## src/rtl/xcore_ifu_prefetch.sv

```systemverilog
// xcore_ifu_prefetch: instruction prefetch queue between the instruction-memory
// port and the IF/ID register. Issues sequential fetch addresses under a credit
// limit, tracks in-order outstanding requests, buffers returned instructions
// with their PC, and discards in-flight responses after a redirect.
module xcore_ifu_prefetch #(
  parameter int              DW     = 32,
  parameter int              AW     = 32,
  parameter int              DEPTH  = 4,
  parameter logic [AW-1:0]   RST_PC = 32'h0000_0000
) (
  input  logic          clk,
  input  logic          reset,
  // instruction-memory request/response port
  output logic          ifu_req_valid,
  output logic [AW-1:0] ifu_req_addr,
  input  logic          ifu_req_ready,
  input  logic          ifu_rsp_valid,
  input  logic [DW-1:0] ifu_rsp_data,
  // redirect
  input  logic          flush,
  input  logic [AW-1:0] flush_pc,
  // decode-side head of queue
  output logic          ir_valid,
  output logic [DW-1:0] ir_data,
  output logic [AW-1:0] ir_pc,
  input  logic          ir_ready
);

  localparam int            PW      = $clog2(DEPTH);
  localparam int            CW      = PW + 1;
  localparam logic [CW:0]   DEPTH_W = (CW+1)'(DEPTH);
  localparam logic [AW-1:0] STEP    = AW'(4);

  // Architectural state
  logic [AW-1:0] pc_next;
  logic [AW-1:0] rsp_pc;
  logic [CW-1:0] count;
  logic [CW-1:0] outstanding;
  logic [CW-1:0] drop;
  logic [PW-1:0] wr_ptr;
  logic [PW-1:0] rd_ptr;

  // Queue storage, one {pc, data} pair per entry
  logic [DW-1:0] data_mem [DEPTH];
  logic [AW-1:0] pc_mem   [DEPTH];

  // Next-state values
  logic [CW-1:0] count_nxt;
  logic [CW-1:0] outstanding_nxt;
  logic [CW-1:0] drop_nxt;
  logic [PW-1:0] wr_ptr_nxt;
  logic [PW-1:0] rd_ptr_nxt;

  // Per-cycle events
  logic [CW:0]   credit_used;
  logic          req_fire;
  logic          rsp_take;
  logic          rsp_discard;
  logic          push;
  logic          pop;

  // Requests in flight plus entries held may never exceed the queue size, so
  // every response is guaranteed a slot when it arrives.
  assign credit_used   = {1'b0, count} + {1'b0, outstanding};
  assign ifu_req_valid = !reset && !flush && (credit_used < DEPTH_W);
  assign ifu_req_addr  = pc_next;
  assign req_fire      = ifu_req_valid && ifu_req_ready;

  // A response with nothing outstanding is a protocol error and is ignored.
  assign rsp_take    = ifu_rsp_valid && (outstanding != '0);
  assign rsp_discard = rsp_take && (drop != '0);
  assign push        = rsp_take && (drop == '0) && !flush;
  assign pop         = ir_valid && ir_ready && !flush;

  // Head of queue; data and PC read as zero while empty.
  assign ir_valid = (count != '0);
  assign ir_data  = ir_valid ? data_mem[rd_ptr] : '0;
  assign ir_pc    = ir_valid ? pc_mem[rd_ptr]   : '0;

  // Outstanding-request and drop counter next-state.
  always_comb begin
    // NOTE: every signal written here gets a default first so no path can infer a latch.
    outstanding_nxt = outstanding;
    drop_nxt        = drop;
    unique case ({req_fire, rsp_take})
      2'b10:   outstanding_nxt = outstanding + CW'(1);
      2'b01:   outstanding_nxt = outstanding - CW'(1);
      default: outstanding_nxt = outstanding;
    endcase
    if (flush) begin
      // Everything still in flight belongs to the old stream. The response
      // arriving this cycle is already consumed, so it is not counted again.
      drop_nxt = outstanding - CW'(rsp_take);
    end else if (rsp_discard) begin
      drop_nxt = drop - CW'(1);
    end
  end

  // Queue occupancy and pointer next-state; a flush empties the queue outright.
  always_comb begin
    count_nxt  = count;
    wr_ptr_nxt = wr_ptr;
    rd_ptr_nxt = rd_ptr;
    if (flush) begin
      count_nxt  = '0;
      wr_ptr_nxt = '0;
      rd_ptr_nxt = '0;
    end else begin
      if (push) wr_ptr_nxt = wr_ptr + PW'(1);
      if (pop)  rd_ptr_nxt = rd_ptr + PW'(1);
      unique case ({push, pop})
        2'b10:   count_nxt = count + CW'(1);
        2'b01:   count_nxt = count - CW'(1);
        default: count_nxt = count;
      endcase
    end
  end

  // Fetch address: restart on redirect, otherwise step one word per accepted request.
  always_ff @(posedge clk or posedge reset) begin
    // NOTE: sequential state uses non-blocking assignments so every register
    // samples pre-edge values regardless of block ordering.
    if (reset) begin
      pc_next <= RST_PC;
    end else if (flush) begin
      pc_next <= flush_pc;
    end else if (req_fire) begin
      pc_next <= pc_next + STEP;
    end
  end

  // PC tag for the next kept response; advances only on entries actually queued.
  always_ff @(posedge clk or posedge reset) begin
    if (reset) begin
      rsp_pc <= RST_PC;
    end else if (flush) begin
      rsp_pc <= flush_pc;
    end else if (push) begin
      rsp_pc <= rsp_pc + STEP;
    end
  end

  // Counter and pointer registers.
  always_ff @(posedge clk or posedge reset) begin
    if (reset) begin
      count       <= '0;
      outstanding <= '0;
      drop        <= '0;
      wr_ptr      <= '0;
      rd_ptr      <= '0;
    end else begin
      count       <= count_nxt;
      outstanding <= outstanding_nxt;
      drop        <= drop_nxt;
      wr_ptr      <= wr_ptr_nxt;
      rd_ptr      <= rd_ptr_nxt;
    end
  end

  // Queue storage write on push.
  always_ff @(posedge clk) begin
    // NOTE: storage is not reset; entries are only read while count says they
    // are valid, and the outputs are forced to zero when the queue is empty.
    if (push) begin
      data_mem[wr_ptr] <= ifu_rsp_data;
      pc_mem[wr_ptr]   <= rsp_pc;
    end
  end

endmodule

```

## config.mk

```make
export PLATFORM = sky130hd
export DESIGN_NAME = xcore_ifu_prefetch
export DESIGN_NICKNAME = d
export VERILOG_FILES = /design/src/rtl/xcore_ifu_prefetch.sv
export SDC_FILE = /design/constraint.sdc
export NUM_CORES = 1
export LEC_CHECK = 0
export ABC_AREA = 1
export CORE_MARGIN = 5
export CORE_UTILIZATION = 38
export DETAILED_ROUTE_END_ITERATION = 16
export PLACE_DENSITY = 0.55
export SYNTH_ARGS = -nofsm -noshare
export SYNTH_HDL_FRONTEND = slang
export SYNTH_SLANG_ARGS = --single-unit
```

## constraint.sdc

```tcl
create_clock -name clk -period 11.4 [get_ports clk]
set_input_delay 3.42 -clock clk [delete_from_list [all_inputs] [get_ports clk]]
set_output_delay 3.42 -clock clk [all_outputs]
set_load 0.01 [all_outputs]
```

# ---- Word-level counts from Yosys, hierarchy flattened
# Memory sizes are Yosys's and may differ from the RTL's.
# Index checks and enable logic that the tools add are counted.
dict set report classes {
  addsub 11
  multipliers 0
  n_div 0
  n_lt_le_gt_ge 1
  n_eq_ne 4
  n_shift 0
  muxes 17
  bitwise 0
  n_reduce_logical 21
}
# op n
set op_table {}
lappend op_table {{$mux 32} 6}
lappend op_table {{$add 32x3->32 const B} 2}
lappend op_table {{$pmux 3 s2} 2}
lappend op_table {{$reduce_bool 3->1} 4}
lappend op_table {{$reduce_bool 2->1} 5}
lappend op_table {{$logic_and 1x1->1} 9}
lappend op_table {{$mux 3} 3}
lappend op_table {{$sub 3x1->3 const B} 3}
lappend op_table {{$mux 2} 4}
lappend op_table {{$add 3x1->3 const B} 2}
lappend op_table {{$add 2x1->2 const B} 2}
lappend op_table {{$add 3x3->4} 1}
lappend op_table {{$eq 2x1->1 const B} 2}
lappend op_table {{$eq 2x2->1 const B} 2}
lappend op_table {{$lt 4x3->1 const B} 1}
lappend op_table {{$logic_not 3->1} 1}
lappend op_table {{$sub 3x1->3} 1}
lappend op_table {{$logic_not 1->1} 2}
lappend op_table {{$mux 1} 2}
dict set report word_totals {
  reg_bits 77
  latchBits 0
  mem_bits_rw 256
  rom_bits 0
  input_bits 70
  wordCells 63
  n_memories 2
}
# memory words word_bits rd rd_clocked_by_memory_dff wr line_no
set memory_table {}
lappend memory_table {data_mem 4 32 1 0 1 44} ;# logic [DW-1:0] data_mem [DEPTH];
lappend memory_table {pc_mem 4 32 1 0 1 45} ;# logic [AW-1:0] pc_mem [DEPTH];

# ---- Depth between registers and ports, before layout
dict set report logic_depth {
  ltp_word 7
  depth_mapped 12
  ltp_nobuf 12
}

# ---- Worst setup path after synthesis
# OpenSTA, ideal clock, no wires.
dict set report synth_path {
  kind {input-to-output}
  from {input port reset}
  to {output port ifu_req_valid}
  t_arrival_ns 5.606
  path_slack_ns 2.374
  cell_stages 3
  path_buffers 0
  cell_sequence {inv_1 nand2_2 nor3_1}
}
dict set report synth_via {
  elab_chain_len 3
}
# item line_no
set synth_lines {}
lappend synth_lines {{from (decl)} 12} ;# input logic reset,
lappend synth_lines {{$logic_not 1->1 (no line)} n/a}
lappend synth_lines {{$logic_and 1x1->1 (2 in series)} 65} ;# assign ifu_req_valid = !reset && !flush && (credit_used < DEPTH_W);
lappend synth_lines {{to (decl)} 14} ;# output logic ifu_req_valid,
# No other way between the ends.

# ---- Worst setup path in the final report
dict set report layout_path {
  from {input port flush}
  to {output port ifu_req_valid}
}
dict set report layout_via {
  elab_chain_len 3
}
# item line_no
set layout_lines {}
lappend layout_lines {{from (decl)} 20} ;# input logic flush,
lappend layout_lines {{$logic_not 1->1} 65}
lappend layout_lines {{$logic_and 1x1->1 (2 in series)} 65}
# No other way between the ends.

==> results.json <==
{
  "clk_latency_ns": 0.52,
  "synth_flop_cell": "edfxtp_1",
  "cp.required_ns": 7.98,
  "area_growth_pct": 21.6,
  "gp_congestion": 0.870,
  "drt-initial-drc-count": 694,
  "vdd_drop_max_uv": 91.9,
  "synthTopCellsByArea": "edfxtp_1 50%, dfrtp_1 13%, nor2_1 9.0%",
  "avgSynthCellArea_um2": 9.67,
  "postCtsHoldBufs": 0,
  "outcome": "finished clean",
  "cts_tree": "built",
  "synth_cell_types": 38,
  "cp-end-kind": "output port",
  "slew_headroom_pct": 29.9,
  "p_leak_nw": 6.88,
  "post-route-drc-count": 0,
  "core-area_mm2": 0.0397,
  "slew_violations": 0,
  "dp.cells": 2214,
  "crit_fanout": 63,
  "critical_path_class": "in -> out",
  "clock_sinks": 333,
  "synth_cells": 1578,
  "grtUsageTotal_pct": 17.9,
  "wl_mm": 40.4,
  "fin_crit_sh_pct": 76.0,
  "max_freq_mhz": 115,
  "setup_viol_count_final": 0,
  "synthTopCellsByCount": "365 x nor2_1, 299 x nand2_1, 256 x edfxtp_1",
  "clock-root-buffer": "clkbuf_16",
  "async_reset_ff_share_pct": 23.1,
  "final-instance-count-excl-fill": 2279,
  "drt.antenna.violating_nets": 0,
  "cts_resized": 0,
  "io_pins": 168,
  "synth_seq_cells": 333,
  "postSynthNetCount": 1663,
  "num_rows": 73,
  "numPortBuffers": 167,
  "rsz0062_at_grt": "no",
  "post_drt_wl_per_cell_um": 17.7,
  "yosysWarnings": 0,
  "die-area_mm2": 0.0442,
  "drtPass1Iterations": 5,
  "worstHoldPathType": "reg -> reg",
  "htree_num_levels": 2,
  "grt_pass1_vias": 11200,
  "numCtsBuffers": 37,
  "critPathLaunchType": "primary input",
  "drive_gt1_share_pct": 6.04,
  "grt_overflow": 0,
  "dieWidth_um": 210,
  "dp_hpwl_mm": 24.7,
  "cts_setup_buffers": 0,
  "antenna_cells": 0,
  "vias": 11400,
  "fin_tns_setup_ns": 0,
  "via_per_inst": 5.01,
  "synth_top_cell_area_share_pct": 50.4,
  "fin_skew_ns": 0.0126,
  "ys_seq_area_share_pct": 63.0,
  "hold_viol": 0,
  "die_y_um": 210,
  "layout.nets": 1813,
  "grt_antenna_before_repair": 0,
  "grt_start_max_net_pins": 95,
  "maxCapViolations": 0,
  "grt_first_pass_wirelength_mm": 63.2,
  "arrival_ns": 5.24,
  "synth_top_cell_by_area": "edfxtp_1",
  "syn_area_mm2": 0.0153,
  "clock_path_buffers": 3,
  "cts.clk_slew.worst_paths_ns": 0.06,
  "synth-edff-count": 256,
  "period_minus_slack_ns": 8.66,
  "initial_core_util_pct": 38.4,
  "yosys.cell_count.top_type": "nor2_1",
  "worst_slew_pin_slew_ns": 1.05,
  "p_per_area_mw_per_mm2": 183
}
-- routing by layer --
layer  routed length (µm)  vias up  track usage [%]
li1                     -     5607                -
met1                18700     5443             24.9
met2                18900      302             29.5
met3                 1990       55             3.10
met4                  878        0             4.52
met5                    0        -                0
-- kinds of logic after synthesis --
logic type	synth area share, %
adders and majority gates	1.33
and+or+nand+nor	20.7
xor gates and xnor gates	1.03
DFF	63.0
buffers and inverters	4.31
AOI/OAI and AO/OA	9.58
-- layout make-up --
cell class	count	area, µm²
Fill cell	3734	21200
Sequential cell	333	9620
Multi-Input combinational cell	1088	5010
Timing Repair Buffer	178	1750
Clock buffer	47	1030
Tap cell	525	657
Inverter	90	347
Clock inverter	18	140
-- critical path, cell delays in order --
cell and delay [ns]:
buf_2 0.10, buf_4 0.29, inv_6 0.47, nand2_2 0.16
nor3_1 0.21, clkdlybuf4s50_1 0.57
-- through the flow --
step / util (%) / hold WS (ns) / power (mW) / worst slack, ns / instance area (µm²)
global placement: 43.8 / 0.479 / 2.27 / 2.73 / 17400
floorplan: - / 0.476 / 1.94 / 2.37 / 15300
global route: 46.7 / 0.514 / 3.58 / 2.61 / 18500
finish: 46.7 / 0.482 / 3.39 / 2.74 / 18500
detailed placement: 43.8 / 0.477 / 2.28 / 2.67 / 17400
CTS: 46.7 / 0.491 / 3.44 / 2.67 / 18500
-- sequential cells by signal (all words and copies together), names as in the netlist --
signal,cells
data_mem,128
pc_mem,128
ifu_req_addr,32
rsp_pc,32
count,3
drop,3
outstanding,3
rd_ptr,2
wr_ptr,2
-- where the power goes --
group / switching [mW] / leakage, nW / total, mW / internal (mW)
Clock: 0.469 / 0.578 / 1.15 / 0.681
Sequential: 0.121 / 3.24 / 1.54 / 1.42
Combinational: 0.421 / 3.06 / 0.705 / 0.285
-- cells in the final DEF (no fill, tap or decap), types with 6 or more instances in the layout --
| master | Yosys | routed |
|---|---|---|
| dfrtp_1 | 77 | 75 |
| xnor2_1 | 6 | 6 |
| a21oi_1 | 97 | 97 |
| nand3_1 | 62 | 62 |
| inv_2 | 11 | 9 |
| clkbuf_1 | 29 | 6 |
| nand3b_1 | 7 | 7 |
| nand2_1 | 299 | 299 |
| clkdlybuf4s50_1 | 0 | 166 |
| clkinv_2 | 0 | 12 |
| edfxtp_1 | 256 | 256 |
| o21ai_1 | 13 | 13 |
| nor3_1 | 13 | 13 |
| o211ai_1 | 9 | 9 |
| ha_1 | 13 | 13 |
| clkbuf_16 | 0 | 39 |
| xor2_1 | 12 | 12 |
| buf_4 | 4 | 11 |
| o21ai_0 | 154 | 154 |
| inv_1 | 78 | 77 |
| nor2_4 | 3 | 7 |
| nor2_1 | 365 | 361 |
-- final timing paths --
| kind | slack (ns) | cells after the start | to | start |
|---|---|---|---|---|
| max reg2reg | 8.10 | 9 | data_mem[2][17]$_DFFE_PP_ | drop[0]$_DFFE_PP0P_ |
| min reg2reg | 0.48 | 2 | ifu_req_addr[1]$_DFFE_PP0P_ | ifu_req_addr[1]$_DFFE_PP0P_ |
| min in group asynchronous | 3.58 | 3 | count[2]$_DFFE_PP0P_ | reset |
| min | 0.48 | 2 | ifu_req_addr[1]$_DFFE_PP0P_ | ifu_req_addr[1]$_DFFE_PP0P_ |
| max | 2.74 | 6 | ifu_req_valid | flush |
| max in group asynchronous | 7.04 | 3 | rd_ptr[0]$_DFFE_PP0P_ | reset |
No activity file was read; power rests on OpenSTA's default activity.
